===== src/rtl/cfo_autocorr.sv =====
// cfo_autocorr: delay-and-correlate front end of the CFO estimator.
//   Computes R = sum over L samples of x[n]*conj(x[n-D]) on a complex
//   preamble. The result is emitted as one packed {im,re} word with a
//   single-cycle valid, ready for the arctan stage.
// Ports:
//   clk, rst_n   system clock (rising edge), asynchronous active-low reset
//   start        one-cycle pulse, begins an estimate (honoured in IDLE only)
//   din          sample {im, re}, each DW bits, two's complement
//   din_tvalid   din valid this cycle; low = stall
//   dout         scaled R {im, re}, each OW bits, signed
//   dout_tvalid  one-cycle pulse when dout carries a new result
//   busy         high in every state except IDLE
module cfo_autocorr #(
  parameter int DW = 12,
  parameter int D  = 16,
  parameter int L  = 64,
  parameter int OW = 24
) (
  input  logic            clk,
  input  logic            rst_n,
  input  logic            start,
  input  logic [2*DW-1:0] din,
  input  logic            din_tvalid,
  output logic [2*OW-1:0] dout,
  output logic            dout_tvalid,
  output logic            busy
);

  localparam int PW   = 2 * DW + 1;
  localparam int AW   = PW + $clog2(L);
  localparam int MAXC = (D > L) ? D : L;
  localparam int CW   = $clog2(MAXC);

  typedef enum logic [2:0] {IDLE, FILL, ACC, DRAIN, OUT} state_t;

  state_t state, state_nxt;

  logic [CW-1:0]          cnt;
  logic signed [DW-1:0]   dly_re [D];
  logic signed [DW-1:0]   dly_im [D];
  logic signed [PW-1:0]   prod_re, prod_im;
  logic                   prod_valid;
  logic signed [AW-1:0]   acc_re, acc_im;
  logic signed [OW-1:0]   out_re, out_im;

  // Current sample p and lag-D tail q, sign-extended to product width so the
  // multiplies are carried out at full precision.
  logic signed [DW-1:0] p_re, p_im;
  logic signed [PW-1:0] pr, pi, qr, qi;
  logic signed [PW-1:0] mul_re, mul_im;

  assign p_re   = $signed(din[DW-1:0]);
  assign p_im   = $signed(din[2*DW-1:DW]);
  assign pr     = PW'(p_re);
  assign pi     = PW'(p_im);
  assign qr     = PW'(dly_re[D-1]);
  assign qi     = PW'(dly_im[D-1]);
  assign mul_re = pr * qr + pi * qi;
  assign mul_im = pi * qr - pr * qi;

  logic accept, start_ok, last_fill, last_acc;

  assign accept    = din_tvalid && (state == FILL || state == ACC);
  assign start_ok  = (state == IDLE) && start;
  assign last_fill = accept && (state == FILL) && (cnt == CW'(D - 1));
  assign last_acc  = accept && (state == ACC)  && (cnt == CW'(L - 1));
  assign busy      = (state != IDLE);

  // Scaling: keep the top OW bits (arithmetic shift by AW-OW, truncating),
  // or sign-extend when the accumulator is no wider than the output.
  generate
    if (AW > OW) begin : g_shift
      assign out_re = acc_re[AW-1 -: OW];
      assign out_im = acc_im[AW-1 -: OW];
    end else begin : g_extend
      assign out_re = OW'(acc_re);
      assign out_im = OW'(acc_im);
    end
  endgenerate

  // NOTE: every signal written in always_comb gets a default first, so no
  // path through the case can leave it unassigned and infer a latch.
  always_comb begin
    state_nxt = state;
    case (state)
      IDLE:    if (start)     state_nxt = FILL;
      FILL:    if (last_fill) state_nxt = ACC;
      ACC:     if (last_acc)  state_nxt = DRAIN;
      DRAIN:                  state_nxt = OUT;
      OUT:                    state_nxt = IDLE;
      default:                state_nxt = IDLE;
    endcase
  end

  // NOTE: sequential state uses non-blocking assignments only, so every
  // register samples pre-edge values regardless of statement order.
  always_ff @(posedge clk or negedge rst_n) begin
    if (!rst_n) begin
      state <= IDLE;
      cnt   <= '0;
    end else begin
      state <= state_nxt;
      if (start_ok || last_fill || last_acc) cnt <= '0;
      else if (accept)                       cnt <= cnt + 1'b1;
    end
  end

  // NOTE: the delay line is explicitly cleared on reset; it is small and a
  // clean tail keeps post-reset behaviour fully deterministic.
  always_ff @(posedge clk or negedge rst_n) begin
    if (!rst_n) begin
      for (int i = 0; i < D; i++) begin
        dly_re[i] <= '0;
        dly_im[i] <= '0;
      end
    end else if (accept) begin
      dly_re[0] <= p_re;
      dly_im[0] <= p_im;
      for (int i = 1; i < D; i++) begin
        dly_re[i] <= dly_re[i-1];
        dly_im[i] <= dly_im[i-1];
      end
    end
  end

  // Product register followed by a valid-qualified accumulate: a stall leaves
  // prod_valid low and the accumulators untouched.
  always_ff @(posedge clk or negedge rst_n) begin
    if (!rst_n) begin
      prod_re    <= '0;
      prod_im    <= '0;
      prod_valid <= 1'b0;
      acc_re     <= '0;
      acc_im     <= '0;
    end else begin
      prod_valid <= accept && (state == ACC);
      if (accept && state == ACC) begin
        prod_re <= mul_re;
        prod_im <= mul_im;
      end
      if (start_ok) begin
        acc_re <= '0;
        acc_im <= '0;
      end else if (prod_valid) begin
        acc_re <= acc_re + AW'(prod_re);
        acc_im <= acc_im + AW'(prod_im);
      end
    end
  end

  always_ff @(posedge clk or negedge rst_n) begin
    if (!rst_n) begin
      dout        <= '0;
      dout_tvalid <= 1'b0;
    end else begin
      dout_tvalid <= (state == OUT);
      if (state == OUT) dout <= {out_im, out_re};
    end
  end

endmodule


===== config.mk =====
export PLATFORM = sky130hd
export DESIGN_NAME = cfo_autocorr
export DESIGN_NICKNAME = d
export VERILOG_FILES = /design/src/rtl/cfo_autocorr.sv
export SDC_FILE = /design/constraint.sdc
export NUM_CORES = 2
export LEC_CHECK = 0
export ABC_AREA = 1
export CAP_MARGIN = 20
export CORE_ASPECT_RATIO = 0.75
export CORE_MARGIN = 5
export CORE_UTILIZATION = 55
export DETAILED_ROUTE_END_ITERATION = 10
export GPL_ROUTABILITY_DRIVEN = 0
export PLACE_DENSITY = 0.73
export SLEW_MARGIN = 20
export SYNTH_ARGS = -nofsm -noshare
export SYNTH_HDL_FRONTEND = slang
export SYNTH_SLANG_ARGS = --single-unit

===== constraint.sdc =====
create_clock -name clk -period 8.4 [get_ports clk]
set_input_delay 1.68 -clock clk [delete_from_list [all_inputs] [get_ports clk]]
set_output_delay 1.68 -clock clk [all_outputs]
set_load 0.05 [all_outputs]

==> metrics.md <==
| Metric | Value |
|---|---|
| Status | finished clean |
| Dominant cells by area after synthesis | dfrtp_1, fa_1, nand2_1 |
| Die H | 267 um |
| Worst-path cell chain | clkdlybuf4s50_1 -> buf_12 -> nand2_1 -> inv_1 -> fa_1 -> fa_1 -> inv_1 -> fa_1 -> inv_1 -> fa_1 -> fa_1 -> inv_1 -> fa_1 -> inv_1 -> fa_1 -> ha_1 -> nand2_1 -> nor4_1 -> nand4_1 -> nand3_1 -> nand2_1 -> nand3_1 -> nand2_1 |
| RSZ-0062 raised after global routing | false |
| Area of the mapped netlist | 0.0485 sq mm |
| Mapped Avg Cell Area | 8.26 sq um |
| GRT Util Overall | 26.1% |
| CTS Sinks | around 560 |
| Post-synth ARST share | 100% |
| Largest net degree at the start of global routing | 250 |
| Post-Route Setup TNS | 0 ps |
| Syn Nets | between 6k and 7k |
| Worst-Margin Slew | 1120 ps |
| Vias in the first global route | between 30k and 40k |
| Fin nets | 6,774 |
| Min-Delay Path Class | register to register |
| Max Slew Vio Count | 0 |
| Top-area cell type share of the netlist area | 28.6% |
| WP data required | 8920 ps |
| DRT antenna net count | 0 |
| Most used cell, CP | fa_1 |
| Routed vias/inst | 5.24 |
| Fin Clk Skew | 26.3 ps |
| CTS H-tree lvls | 2 |
| Sequential element share of the synthesized area | ~29% |
| Worst path slowest cell | fa_1 |
| PostCTS Resize Cnt | 0 |
| Core area | 0.0876 sq mm |
| Hold Fails Final Rpt | 0 |
| Initial Util | 55.3% |
| Clock Tree Buf Depth | 3 |
| Post-synthesis cell type count | 43 |
| DRT Pass-1 Iters | 9 |
| Num CTS Buffers | 56 |
| Final setup vio count | 0 |
| Synth Instances | 5,869 |
| Clock Tree Root | clkbuf_16 |
| Synth warn | 0 |
| Buffers on Ports | just under 80 |
| Starting DRT DRC Count | between 3k and 4k |
| Fin crit period | 7750 ps |
| Crit path max fanout | 19 |
| Io pins | 78 |
| Count leader, synth | nand2_1 |
| Area leader, netlist | dfrtp_1 |
| Setup Crit Path Kind | input pin to register |
| Relative slew slack | 25.7% |
| Max_cap viols | 0 |
| Ratio of cells with drive above 1 in the final layout | 3.84% |
| Top FF cell, synth | dfrtp_1 |
| Setup Buffers After CTS | 0 |
| Clk slew on worst S/H paths | 70 ps |
| DRC Markers | 0 |
| Area growth syn-to-layout | 8.42% |
| Grt total ovfl | 0 |
| Fin crit share | between 90 and 100% |
| DR vias | 36.9k |
| Drt wl/cell | between 15 and 20 um |
| WL final | 119 mm |
| Crit. End Element | register |
| Die ar. | 0.0943 sq mm |
| Cts hold-fix bufs | 0 |
| Fin cells | 7,043 |
| Global-route wire length before repair | 198 mm |
| Commonest cells post-synth | nand2_1, inv_1, fa_1, dfrtp_1, o21ai_0 |
| Die Wd | 353 um |
| Core Rows | between 90 and 100 |
| EDFF count, synth | 0 |
| Clk Latency, worst-skew pair | 630 ps |
| Placed cells | 6,936 |
| Crit path largest cell delay | between 600 and 700 ps |
| Worst Path Arrival | 8270 ps |
| CTS tree | done |
| Peak Freq | between 0.1 and 0.15 GHz |
| Initial antenna violation count | 2 |
| DP HPWL | 91.9 mm |
| Startpoint types | input pin |
| Yosys reg bits | 555 |
## registers in the layout, summed over array words and instances, names as in the netlist
| register | count |
|---|---|
| dly_im | 192 |
| dly_re | 192 |
| dout | 48 |
| acc_im | 31 |
| acc_re | 31 |
| prod_im | 25 |
| prod_re | 25 |
| cnt | 6 |
| state | 3 |
| dout_tvalid | 1 |
| prod_valid | 1 |
## worst paths after layout
path                              from     endpoint  slack (ps)  cells after the start
setup / recovery               din[23]  prod_im[23]         650                     23
hold / removal             dly_re[171]  dly_re[159]         470                      2
setup reg to reg             dly_re[1]  prod_im[23]        1320                     21
max in group asynchronous        rst_n   acc_re[22]        5840                      2
min in group asynchronous        rst_n  dly_im[154]        1120                      1
hold reg to reg            dly_re[171]  dly_re[159]         470                      2
## worst max-delay path: cells and delay by family
kind	cells	cell delay [ps]
adders and majority gates	8	4170
buffers and inverters	7	1250
and+or+nand+nor	8	1150
## cell families after synthesis
kind of cell               after synthesis  share of synthesized area [%]
and+or+nand+nor                       2031                           16.6
buffers and inverters                 1627                           12.8
adders and majority gates              904                           33.4
AOI/OAI and AO/OA                      714                           7.78
DFF                                    555                           28.6
xor gates and xnor gates                38                          0.686
## cell type report
cell class,instances,area [sq um]
fillers,7458,35000
inverters,1384,5200
clock buffers,75,1610
repair buffers,158,1610
well taps,1152,1440
clock inverters,31,409
multi-input cells,3687,28400
diodes,1,2.50
flip-flops and latches,555,13900
## routing by layer
layer	vias to the layer above	global-route usage, %	wire length [um]
li1	17300	-	-
met1	17900	38.6	53200
met2	1466	39.1	50500
met3	232	6.23	12300
met4	0	6.72	3440
met5	-	0	0
## placed cells by master, fill, tap and decap left out, drive strengths merged
master         instances
dfrtp                555
clkinvlp               3
o22ai                 14
o21ai                534
o2111ai                1
nor2                 199
clkinv                13
a21o                  13
buf                   82
or2                    9
diode                  1
nand2b                 1
a21boi                 8
o211ai                 1
a21oi                114
bufinv                 8
nand3b                20
nand3                124
o21a                   5
nor3                  24
fa                   653
clkbuf                75
nor4                   6
xor2                  11
nand4                 26
nand2               1621
o21bai                13
ha                   251
a32o                   2
a31oi                  5
clkdlybuf4s50         76
inv                 1391
xnor2                 27
nor3b                  1
a22o                   4
## per-stage QoR
step           worst slack, ps  hold WS [ps]  instance area (sq um)  utilization [%]
4_1_cts                    732           470                  52600             60.0
3_5_place_dp              55.1           457                  50500             57.7
2_1_floorplan              820           442                  48500                -
3_3_place_gp               167           451                  50500             57.7
5_1_grt                    313           489                  52600             60.0
6_report                   646           465                  52600             60.0
Power is not shown: default switching activity piles up to over one toggle a cycle in this logic, so the estimate is an artifact.
